## src/rtl/multi_pwm.sv

```systemverilog
// ============================================================================
// Module   : multi_pwm
// Brief    : N-channel edge-aligned PWM with shadow-buffered duty/period
//            updates applied at the period boundary. Optional centre-aligned
//            up/down mode when MULTI_PWM_CENTER_ALIGN_EN is defined.
// Revision : 1.0 - initial release
// ============================================================================
`default_nettype none

module multi_pwm #(
    parameter int CH    = 2,
    parameter int WIDTH = 6
) (
    input  logic                  sysclk,
    input  logic                  Reset_Sw,
    input  logic                  Enable,
    input  logic [WIDTH-1:0]      Period,
    input  logic [CH*WIDTH-1:0]   Duty_In,
    input  logic                  Load,
`ifdef MULTI_PWM_CENTER_ALIGN_EN
    input  logic                  Mode,
`endif
    output logic                  Busy,
    output logic                  Period_End,
    output logic [CH-1:0]         Pulse
);

    localparam logic [WIDTH-1:0] c_PERIOD_RST = '1;
    localparam logic [WIDTH-1:0] c_ONE        = WIDTH'(1);

    logic [WIDTH-1:0]    r_count;
    logic [WIDTH-1:0]    r_period_act;
    logic [WIDTH-1:0]    r_period_sh;
    logic [CH*WIDTH-1:0] r_duty_act;
    logic [CH*WIDTH-1:0] r_duty_sh;
    logic                r_busy;
    logic                r_pend;
    logic [CH-1:0]       r_pulse;

    logic                w_last;
    logic                w_apply;
    logic [WIDTH-1:0]    w_count_nxt;
    logic [CH-1:0]       w_pulse_nxt;

`ifdef MULTI_PWM_CENTER_ALIGN_EN
    logic                r_mode_act;
    logic                r_mode_sh;
    logic                r_down;
    logic                w_center;
    logic                w_down_nxt;

    // P=0 falls back to edge behaviour; P=1 peaks at 1 and ends there.
    always_comb begin
        w_center    = r_mode_act && (r_period_act != '0);
        w_down_nxt  = r_down;
        w_count_nxt = r_count + c_ONE;
        if (w_center) begin
            w_last = (r_count == c_ONE) && (r_down || (r_period_act == c_ONE));
            if (w_last) begin
                w_count_nxt = '0;
                w_down_nxt  = 1'b0;
            end else if (r_down || (r_count == r_period_act)) begin
                w_count_nxt = r_count - c_ONE;
                w_down_nxt  = 1'b1;
            end
        end else begin
            w_last = (r_count == r_period_act);
            if (w_last) begin
                w_count_nxt = '0;
            end
            w_down_nxt = 1'b0;
        end
    end
`else
    always_comb begin
        w_last      = (r_count == r_period_act);
        w_count_nxt = w_last ? '0 : (r_count + c_ONE);
    end
`endif

    // While idle the shadow is transparent, so Busy can never linger.
    assign w_apply = !Enable || w_last;

    generate
        for (genvar i = 0; i < CH; i++) begin : g_pulse
            assign w_pulse_nxt[i] = Enable && (r_count < r_duty_act[i*WIDTH +: WIDTH]);
        end
    endgenerate

    always_ff @(posedge sysclk or posedge Reset_Sw) begin
        if (Reset_Sw) begin
            r_count      <= '0;
            r_period_act <= c_PERIOD_RST;
            r_period_sh  <= c_PERIOD_RST;
            r_duty_act   <= '0;
            r_duty_sh    <= '0;
            r_busy       <= 1'b0;
            r_pend       <= 1'b0;
            r_pulse      <= '0;
        end else begin
            r_count <= Enable ? w_count_nxt : '0;
            r_pulse <= w_pulse_nxt;
            r_pend  <= Enable && w_last;
            if (Load) begin
                r_period_sh <= Period;
                r_duty_sh   <= Duty_In;
            end
            if (w_apply) begin
                r_period_act <= Load ? Period  : r_period_sh;
                r_duty_act   <= Load ? Duty_In : r_duty_sh;
                r_busy       <= 1'b0;
            end else if (Load) begin
                r_busy <= 1'b1;
            end
        end
    end

`ifdef MULTI_PWM_CENTER_ALIGN_EN
    always_ff @(posedge sysclk or posedge Reset_Sw) begin
        if (Reset_Sw) begin
            r_mode_act <= 1'b0;
            r_mode_sh  <= 1'b0;
            r_down     <= 1'b0;
        end else begin
            r_down <= Enable ? w_down_nxt : 1'b0;
            if (Load) begin
                r_mode_sh <= Mode;
            end
            if (w_apply) begin
                r_mode_act <= Load ? Mode : r_mode_sh;
            end
        end
    end
`endif

    assign Busy       = r_busy;
    assign Period_End = r_pend;
    assign Pulse      = r_pulse;

endmodule

`default_nettype wire

```

## config.mk

```make
export PLATFORM = sky130hd
export DESIGN_NAME = multi_pwm
export DESIGN_NICKNAME = d
export VERILOG_FILES = /design/src/rtl/multi_pwm.sv
export SDC_FILE = /design/constraint.sdc
export NUM_CORES = 1
export LEC_CHECK = 0
export BUFFER_PORTS_ARGS = -buffer_cell sky130_fd_sc_hd__buf_4
export CORE_AREA = 8 8 67 84
export CTS_CLUSTER_DIAMETER = 40
export DETAILED_ROUTE_END_ITERATION = 8
export DIE_AREA = 0 0 75 92
export PLACE_DENSITY = 0.69
export SLEW_MARGIN = 10
export SYNTH_ARGS = -nofsm -noshare
export SYNTH_HDL_FRONTEND = slang
export SYNTH_SLANG_ARGS = --single-unit
```

## constraint.sdc

```tcl
create_clock -name sysclk -period 5.3 [get_ports sysclk]
set_clock_uncertainty 0.1 [all_clocks]
set_input_delay 1.06 -clock sysclk [delete_from_list [all_inputs] [get_ports sysclk]]
set_output_delay 1.06 -clock sysclk [all_outputs]
set_load 0.01 [all_outputs]
```

; Yosys cells after proc, flatten, opt, wreduce, memory -nomap -nowiden
; Index checks and enable logic that the tools add are counted.
; W data, S select, Z words.
[totals]
ram_bits = 0
register_bits = 46
mem_bits_ro = 0
in_bits = 22
output_inout_bits = 4
memories = 0
latch_bits = 0
word_cells = 24
[op_classes]
n_eq_ne = 1
order_cmp = 2
shifts = 0
n_mul = 0
bitwise = 0
reduce_logical = 6
addsub = 1
div = 0
muxes = 6
[op_table]
columns = operator, n
row1 = $mux W6, 3
row2 = $lt A6 B6 Y1, 2
row3 = $mux W12, 1
row4 = $add A6 B1 Y6 const B, 1
row5 = $eq A6 B6 Y1, 1
row6 = $logic_and A1 B1 Y1, 3
row7 = $mux W1, 2
row8 = $reduce_bool A2 Y1, 1
row9 = $logic_not A1 Y1, 1
row10 = $logic_or A1 B1 Y1, 1

; Logic depth before layout (Yosys ltp)
; Gate-level depths: netlist of the first run.
[logic_depth]
depth_word = 3
ltp_mapped = 5
mapped_depth_nobuf = 5

; Worst setup path before layout of the first run
; OpenSTA, ideal clock, no wires.
[synth_timing]
kind = input -> register
from = input port Load
to = register r_duty_act[0]
path_slack_ps = 3001
setup_time_ps = 125
path_stages = 4
arrival_ps = 2074
n_path_buf = 2
required_time_ps = 5075
path_cell_list = buf_2 buf_2 mux2_2 mux2_4
[synth_between]
elab_chain_len = 1
[synth_lines]
columns = item, line
row1 = from (decl), 19  ; input logic Load,
row2 = $mux W12, n/a
row3 = to (signal assigned), 110  ; r_duty_act <= Load ? Duty_In : r_duty_sh;
row4 = to (decl), 34  ; logic [CH*WIDTH-1:0] r_duty_act;
; No other way between the ends.
; A chain may end at the register's enable or synchronous reset.

; Final worst setup path of the first run
[layout_timing]
from = register r_count[3]
to = register r_period_act[0]
[layout_between]
elab_chain_len = 2
[layout_lines]
columns = item, line
row1 = from (decl), 31  ; logic [WIDTH-1:0] r_count;
row2 = from (signal assigned), 101  ; r_count <= Enable ? w_count_nxt : '0;
row3 = $eq A6 B6 Y1, 76  ; w_last = (r_count == r_period_act);
row4 = $logic_or A1 B1 Y1, 82  ; assign w_apply = !Enable || w_last;
row5 = to (signal assigned), 93  ; r_period_act <= c_PERIOD_RST;
row6 = to (signal assigned), 109  ; r_period_act <= Load ? Period : r_period_sh;
row7 = to (decl), 32  ; logic [WIDTH-1:0] r_period_act;
; No other way between the ends.

==> results of run 1 <==
-- layout make-up --
cell class | instances | area share (%)
Clock buffer | 8 | 3.33
Tap cell | 58 | 3.01
Timing Repair Buffer | 26 | 8.11
Inverter | 13 | 2.03
Sequential cell | 46 | 48.4
Multi-Input combinational cell | 86 | 35.1
-- worst paths after layout --
check                                   to  slack (ns)
max                        r_period_act[0]        3.07
min                          r_duty_sh[10]        0.40
max reg2reg                r_period_act[0]        3.07
min reg2reg                  r_duty_sh[10]        0.40
max in group asynchronous   r_period_sh[2]        3.90
min in group asynchronous    r_duty_act[7]        0.80
-- cell usage after synthesis (2+ instances only) --
master	count	area, um2
dfrtp_1	34	851
mux2_2	23	259
inv_1	13	48.8
mux2_4	13	195
dfstp_2	12	315
ha_1	11	138
nor2_1	9	33.8
xnor2_1	8	70.1
a21o_1	3	22.5
nand2_1	3	11.3
a211o_1	2	17.5
a21oi_1	2	10.0
buf_2	2	10.0
nand2b_1	2	12.5
nand3_1	2	10.0
xor2_1	2	17.5
-- metal layers --
layer / part of all wire (%) / GRT usage, % / vias to the layer above
li1: - / - / 563
met1: 45 / 12.6 / 573
met2: 48 / 17.3 / 22
met3: 5.8 / 4.14 / 4
met4: 1.2 / 4.43 / 0
met5: 0 / 0 / -
-- registers in the layout (all words and copies together) (netlist names) --
register / count
Period_End: 1
r_duty_sh: 12
r_count: 6
r_period_act: 6
Pulse: 2
Busy: 1
r_duty_act: 12
r_period_sh: 6
-- logic make-up after synthesis --
group | Yosys count | share of synthesized area, %
compound gates | 11 | 4.11
xor+xnor | 10 | 4.17
fa+ha+maj | 11 | 6.55
buf+inv | 17 | 4.29
flops | 46 | 55.5
mux | 36 | 21.6
simple gates | 18 | 3.75
-- report_power, final --
group          internal (mW)  total (mW)  switching [mW]
registers              0.402       0.427          0.0244
clock network         0.0937       0.196           0.103
logic                 0.0811       0.137          0.0560
total                  0.577       0.760           0.183
-- worst reg2reg max path: stages, from the launching register on --
cell     delay (ns)
dfrtp_1        0.47
xnor2_1        0.19
nand4_1        0.19
o21ai_4        0.79
mux2_2         0.42
-- stage by stage --
step | cells | hold WS [ns] | worst slack, ns | power, mW
after floorplan | 149 | 0.372 | 3.00 | 0.535
after global placement | 229 | 0.382 | 3.10 | 0.565
after detailed placement | 229 | 0.389 | 3.03 | 0.574
after CTS | 237 | 0.407 | 3.04 | 0.773
after global routing | 237 | 0.424 | 2.93 | 0.808
final | 237 | 0.403 | 3.07 | 0.760
==> out/metrics.cfg, run 1 <==
[setup_path]
cp.required_ns = 5.42
slowest_stage = o21ai_4
worstPathMaxFanout = 25
crit_path_max_incr_delay_ns = 0.78
critPathKind = reg2reg
cpLargestDelayFamily = compound AO/OA/AOI/OAI gates
crit_arrival_ns = 2.34
crit_cells = 4
end_kind = register
start_kind = register
path_cells = xnor2_1, nand4_1, o21ai_4, mux2_2
reg2reg_depth = 4
worstReg2RegStart = r_count[3]
crit_start = r_count[3]
path_buf_inv = 0

[min_path]
holdPathStages = 1
min_from = r_duty_sh[10]
hp-class = reg2reg

[detailed_routing]
via_per_inst = 4.90
finalWirelength_mm = 3.39
drt_iter0_markers = 40
wl_per_cell_um = 14.3
firstDrtPassIters = 4
num_vias = 1162
drc = 0
ant_nets = 0

[pwr]
leakagePower_nw = 1.16
irDropWorstVdd_v = 0.000155
powerDensity_nw_per_um2 = 316

[logic_synthesis]
syn_area_um2 = 2100
synth_cells = 149
synth_top_flop_cell = dfrtp_1
synth_edf_count = 0
yosys_register_bits = 46
synth.avg_cell_area_um2 = 14.1
synth_fp_nets = 182
ys_seq_area_share_pct = 55.5
synth.distinct_cells = 24
synthArstFlopShare_pct = 100
yosysWarnings = 0

[timing]
hold_violations = 0
finalSetupTns_ns = 0
relSlewSlack_pct = 36.4
tightest_slew_ns = 0.950
finalSetupViolCount = 0
fin_crit_ns = 2.23
fmax_mhz = 449
finalCritPeriodShare_pct = 42.0
rsz0062_at_grt = no
report.final.slew_viol_count = 0

[placement]
port_buffers = 25
hpwl_mm = 2.41
dpl_cell_area_um2 = 2330
routabilityCongestion = 0.720

[clocking]
cts.sinks = 46
cts_made_buffers = 5
cts.clk_slew.worst_paths_ns = 0.07
post_cts_buffers = 0
cts_tree = done
cts_root_buffer = clkbuf_8
ctsHoldBuffers = 0
max-clock-path-buffers = 2
cts_max_level = 2
clk_latency_ns = 0.29
ctsResizeCount = 0

[run]
max_cap_violations = 0

[global_route]
grt_max_degree = 47
antenna_found_initial = 0
grt_util_all_layers_pct = 10.9
grt_pass1_vias = 1270
grt_pass1_wl_mm = 5.76
grt_overflow_total = 0

[final_layout]
syn_to_final_growth_pct = 14.6
final_core_util_pct = 56.1
final_cell_mix = dfrtp_1, buf_4, mux2_2
ff_latch_area_um2 = 1170
layout_commonest_cell = dfrtp_1
layout-drive-gt1-share_pct = 44.7
fillCellCount = 357
diodes = 0
final_cell_area_um2 = 2410
multi_input_area_um2 = 845
final_net_count = 211

[floorplanning]
fp.dieW_um = 75
rows = 27
die-area_um2 = 6900
pin_count = 26
die_h_um = 92
core_area_um2 = 4290
initial_core_util_pct = 49.0

[outcome]
status = finished, final reports clean

Power figures use the tool's default switching activity.
==> run 2, diff against run 1 <==
--- a/config.mk
+++ b/config.mk
@@ -10,7 +10,7 @@
 export CTS_CLUSTER_DIAMETER = 40
 export DETAILED_ROUTE_END_ITERATION = 8
 export DIE_AREA = 0 0 75 92
-export PLACE_DENSITY = 0.69
+export PLACE_DENSITY = 0.72
 export SLEW_MARGIN = 10
 export SYNTH_ARGS = -nofsm -noshare
 export SYNTH_HDL_FRONTEND = slang
==> constraint.sdc (replaced) <==
create_clock -name sysclk -period 2 [get_ports sysclk]
set_clock_uncertainty 0.1 [all_clocks]
set_input_delay 0.4 -clock sysclk [delete_from_list [all_inputs] [get_ports sysclk]]
set_output_delay 0.4 -clock sysclk [all_outputs]
set_load 0.01 [all_outputs]
==> run 2 against run 1 <==
Sequential power grew to 2.6 times the previous value; final cell count increased by 0.84%; design area up 2.0%; non-clock buffer count up 2; register-to-register slack got worse by 2.9 ns; count of clock-buffer cells in the layout is 1 lower; critical path type unchanged; routed wire length is 3.4% higher; sequential share of layout area shrank 0.94 points.
==> out/metrics.cfg, run 2 (synthesis results as in run 1) <==
[outcome]
status = finished, final reports clean

[timing]
finalCritPeriodShare_pct = 89.1  ; +47 points
hold_violations = 0  ; unchanged
finalSetupViolCount = 0  ; unchanged
fmax_mhz = 561  ; +25%
finalSetupTns_ns = 0  ; unchanged
relSlewSlack_pct = 62.0  ; +26 points
rsz0062_at_grt = no
fin_crit_ns = 1.78  ; -0.445 ns
tightest_slew_ns = 0.570  ; -0.381 ns
fin_hold_ws_ns = 0.142  ; -0.261 ns
report.final.slew_viol_count = 0  ; unchanged

[final_layout]
layout_commonest_cell = dfrtp_1
layoutNonFillerInstCount = 239  ; +0.84%
ff_latch_area_um2 = 1170  ; unchanged
layout-drive-gt1-share_pct = 46.4  ; +1.7 points
syn_to_final_growth_pct = 16.9
final_net_count = 213  ; +0.95%
top_regs = r_duty_act x12, r_duty_sh x12
diodes = 0  ; unchanged
multi_input_area_um2 = 845  ; unchanged
final_cell_mix = dfrtp_1, buf_4, mux2_2
fillCellCount = 370  ; +3.6%

[setup_path]
worstPathMaxFanout = 20  ; -20%
crit_arrival_ns = 1.86  ; -0.48 ns
critPathKind = reg2reg
cpLargestDelayFamily = flip-flops
path_buf_inv = 1  ; +1
start_kind = register
end_kind = register
slowest_stage = dfstp_2
crit_path_max_incr_delay_ns = 0.55  ; -0.23 ns
path_cells = xnor2_1, nand4_1, o21ai_4, buf_12, mux2_4
cp.required_ns = 2.08  ; -3.34 ns

[floorplanning]
initial_core_util_pct = 49.0  ; unchanged
die-area_um2 = 6900  ; unchanged
core_area_um2 = 4290  ; unchanged
pin_count = 26  ; unchanged
fp.dieW_um = 75  ; unchanged
rows = 27  ; unchanged
die_h_um = 92  ; unchanged

[global_route]
antenna_found_initial = 0  ; unchanged
grt_max_degree = 47  ; unchanged
grt_pass1_vias = 1287  ; +1.3%
grt_pass1_wl_mm = 6.13  ; +6.4%
grt_overflow_total = 0  ; unchanged
grt_util_all_layers_pct = 11.6  ; +0.75 points

[pwr]
swShare_pct = 24.3  ; +0.20 points
irDropWorstVdd_v = 0.000483  ; +210%
power_frac_seq_pct = 53.7  ; -2.4 points
powerDensity_nw_per_um2 = 860  ; +170%
clkPwrFrac_pct = 28.6  ; +2.8 points
leakagePower_nw = 1.19  ; +2.3%
p_comb_share_pct = 17.7  ; -0.3 points
internal_power_mw = 1.60  ; +180%
p_switching_mw = 0.512  ; +180%

[detailed_routing]
drt_iter0_markers = 49  ; +23%
firstDrtPassIters = 4  ; unchanged
num_vias = 1166  ; +0.34%
via_per_inst = 4.88  ; -0.50%
finalWirelength_mm = 3.50  ; +3.4%
ant_nets = 0  ; unchanged
wl_per_cell_um = 14.7  ; +2.5%
drc = 0  ; unchanged

[clocking]
ctsHoldBuffers = 0  ; unchanged
post_cts_buffers = 0  ; unchanged
ctsResizeCount = 0  ; unchanged
cts_made_buffers = 5  ; unchanged
cts_max_level = 2  ; unchanged
clk_latency_ns = 0.30  ; about the same
cts_tree = done
cts_root_buffer = clkbuf_8
max-clock-path-buffers = 2  ; unchanged
cts.clk_slew.worst_paths_ns = 0.08  ; about the same
cts.sinks = 46  ; unchanged

[min_path]
hp-class = in2async

[placement]
hpwl_mm = 2.53  ; +5.1%
port_buffers = 25  ; unchanged
place_inst = 231  ; +0.87%
routabilityCongestion = 0.739  ; +2.7%

[run]
max_cap_violations = 0  ; unchanged

run 2: cell types whose count changed in the layout (fill, tap and decap cells not counted):
| cell | change |
|---|---|
| buf_12 | +1 |
| buf_4 | +1 |
| clkbuf_1 | -3 |
| clkinv_1 | +1 |
| clkbuf_8 | +2 |
run 2: cell type report:
cell class,count,area share [%]
Inverter,13,1.99
Clock buffer,7,3.92
Clock inverter,1,0.153
Multi-Input combinational cell,86,34.4
Timing Repair Buffer,28,9.07
Sequential cell,46,47.5
Tap cell,58,2.96
run 2: power by group through the flow:
stage | sequential [mW] | combinational, mW | clock [mW]
floorplan | 1.13 | 0.288 | 0
global placement | 1.14 | 0.361 | 0
CTS | 1.13 | 0.380 | 0.625
global route | 1.15 | 0.419 | 0.662
finish | 1.13 | 0.374 | 0.604
detailed placement | 1.15 | 0.377 | 0
run 2: per-layer routing:
layer  routed length (um)  up-vias  global-route usage, %
li1                     -      565                      -
met2                 1740       20                   18.3
met1                 1510      575                   13.6
met3                  183        6                   4.03
met5                    0        -                      0
met4                   68        0                   5.41
run 2: path summary, 6_finish.rpt:
path	startpoint	end	slack, ns	cells past startpoint
max	r_period_act[3]	r_duty_act[0]	0.22	5
min	Reset_Sw	r_duty_sh[5]	0.14	3
max reg2reg	r_period_act[3]	r_duty_act[0]	0.22	5
min reg2reg	r_duty_sh[11]	r_duty_sh[11]	0.40	1
max in group asynchronous	Reset_Sw	r_period_sh[0]	1.25	3
min in group sysclk	Duty_In[3]	r_duty_sh[3]	0.25	2
run 2: per-stage QoR:
| stage | total power [mW] | setup slack [ns] | util [%] | area (um2) |
|---|---|---|---|---|
| after floorplan | 1.42 | 0.250 | - | 2100 |
| after global placement | 1.51 | 0.280 | 54.9 | 2350 |
| after detailed placement | 1.53 | 0.234 | 54.9 | 2350 |
| after CTS | 2.14 | 0.228 | 57.2 | 2450 |
| after global routing | 2.23 | 0.166 | 57.2 | 2450 |
| final | 2.11 | 0.219 | 57.2 | 2450 |
run 2: worst min-delay path, stage by stage:
cell and delay [ns]:
buf_4 0.11, inv_1 0.04, buf_4 0.45
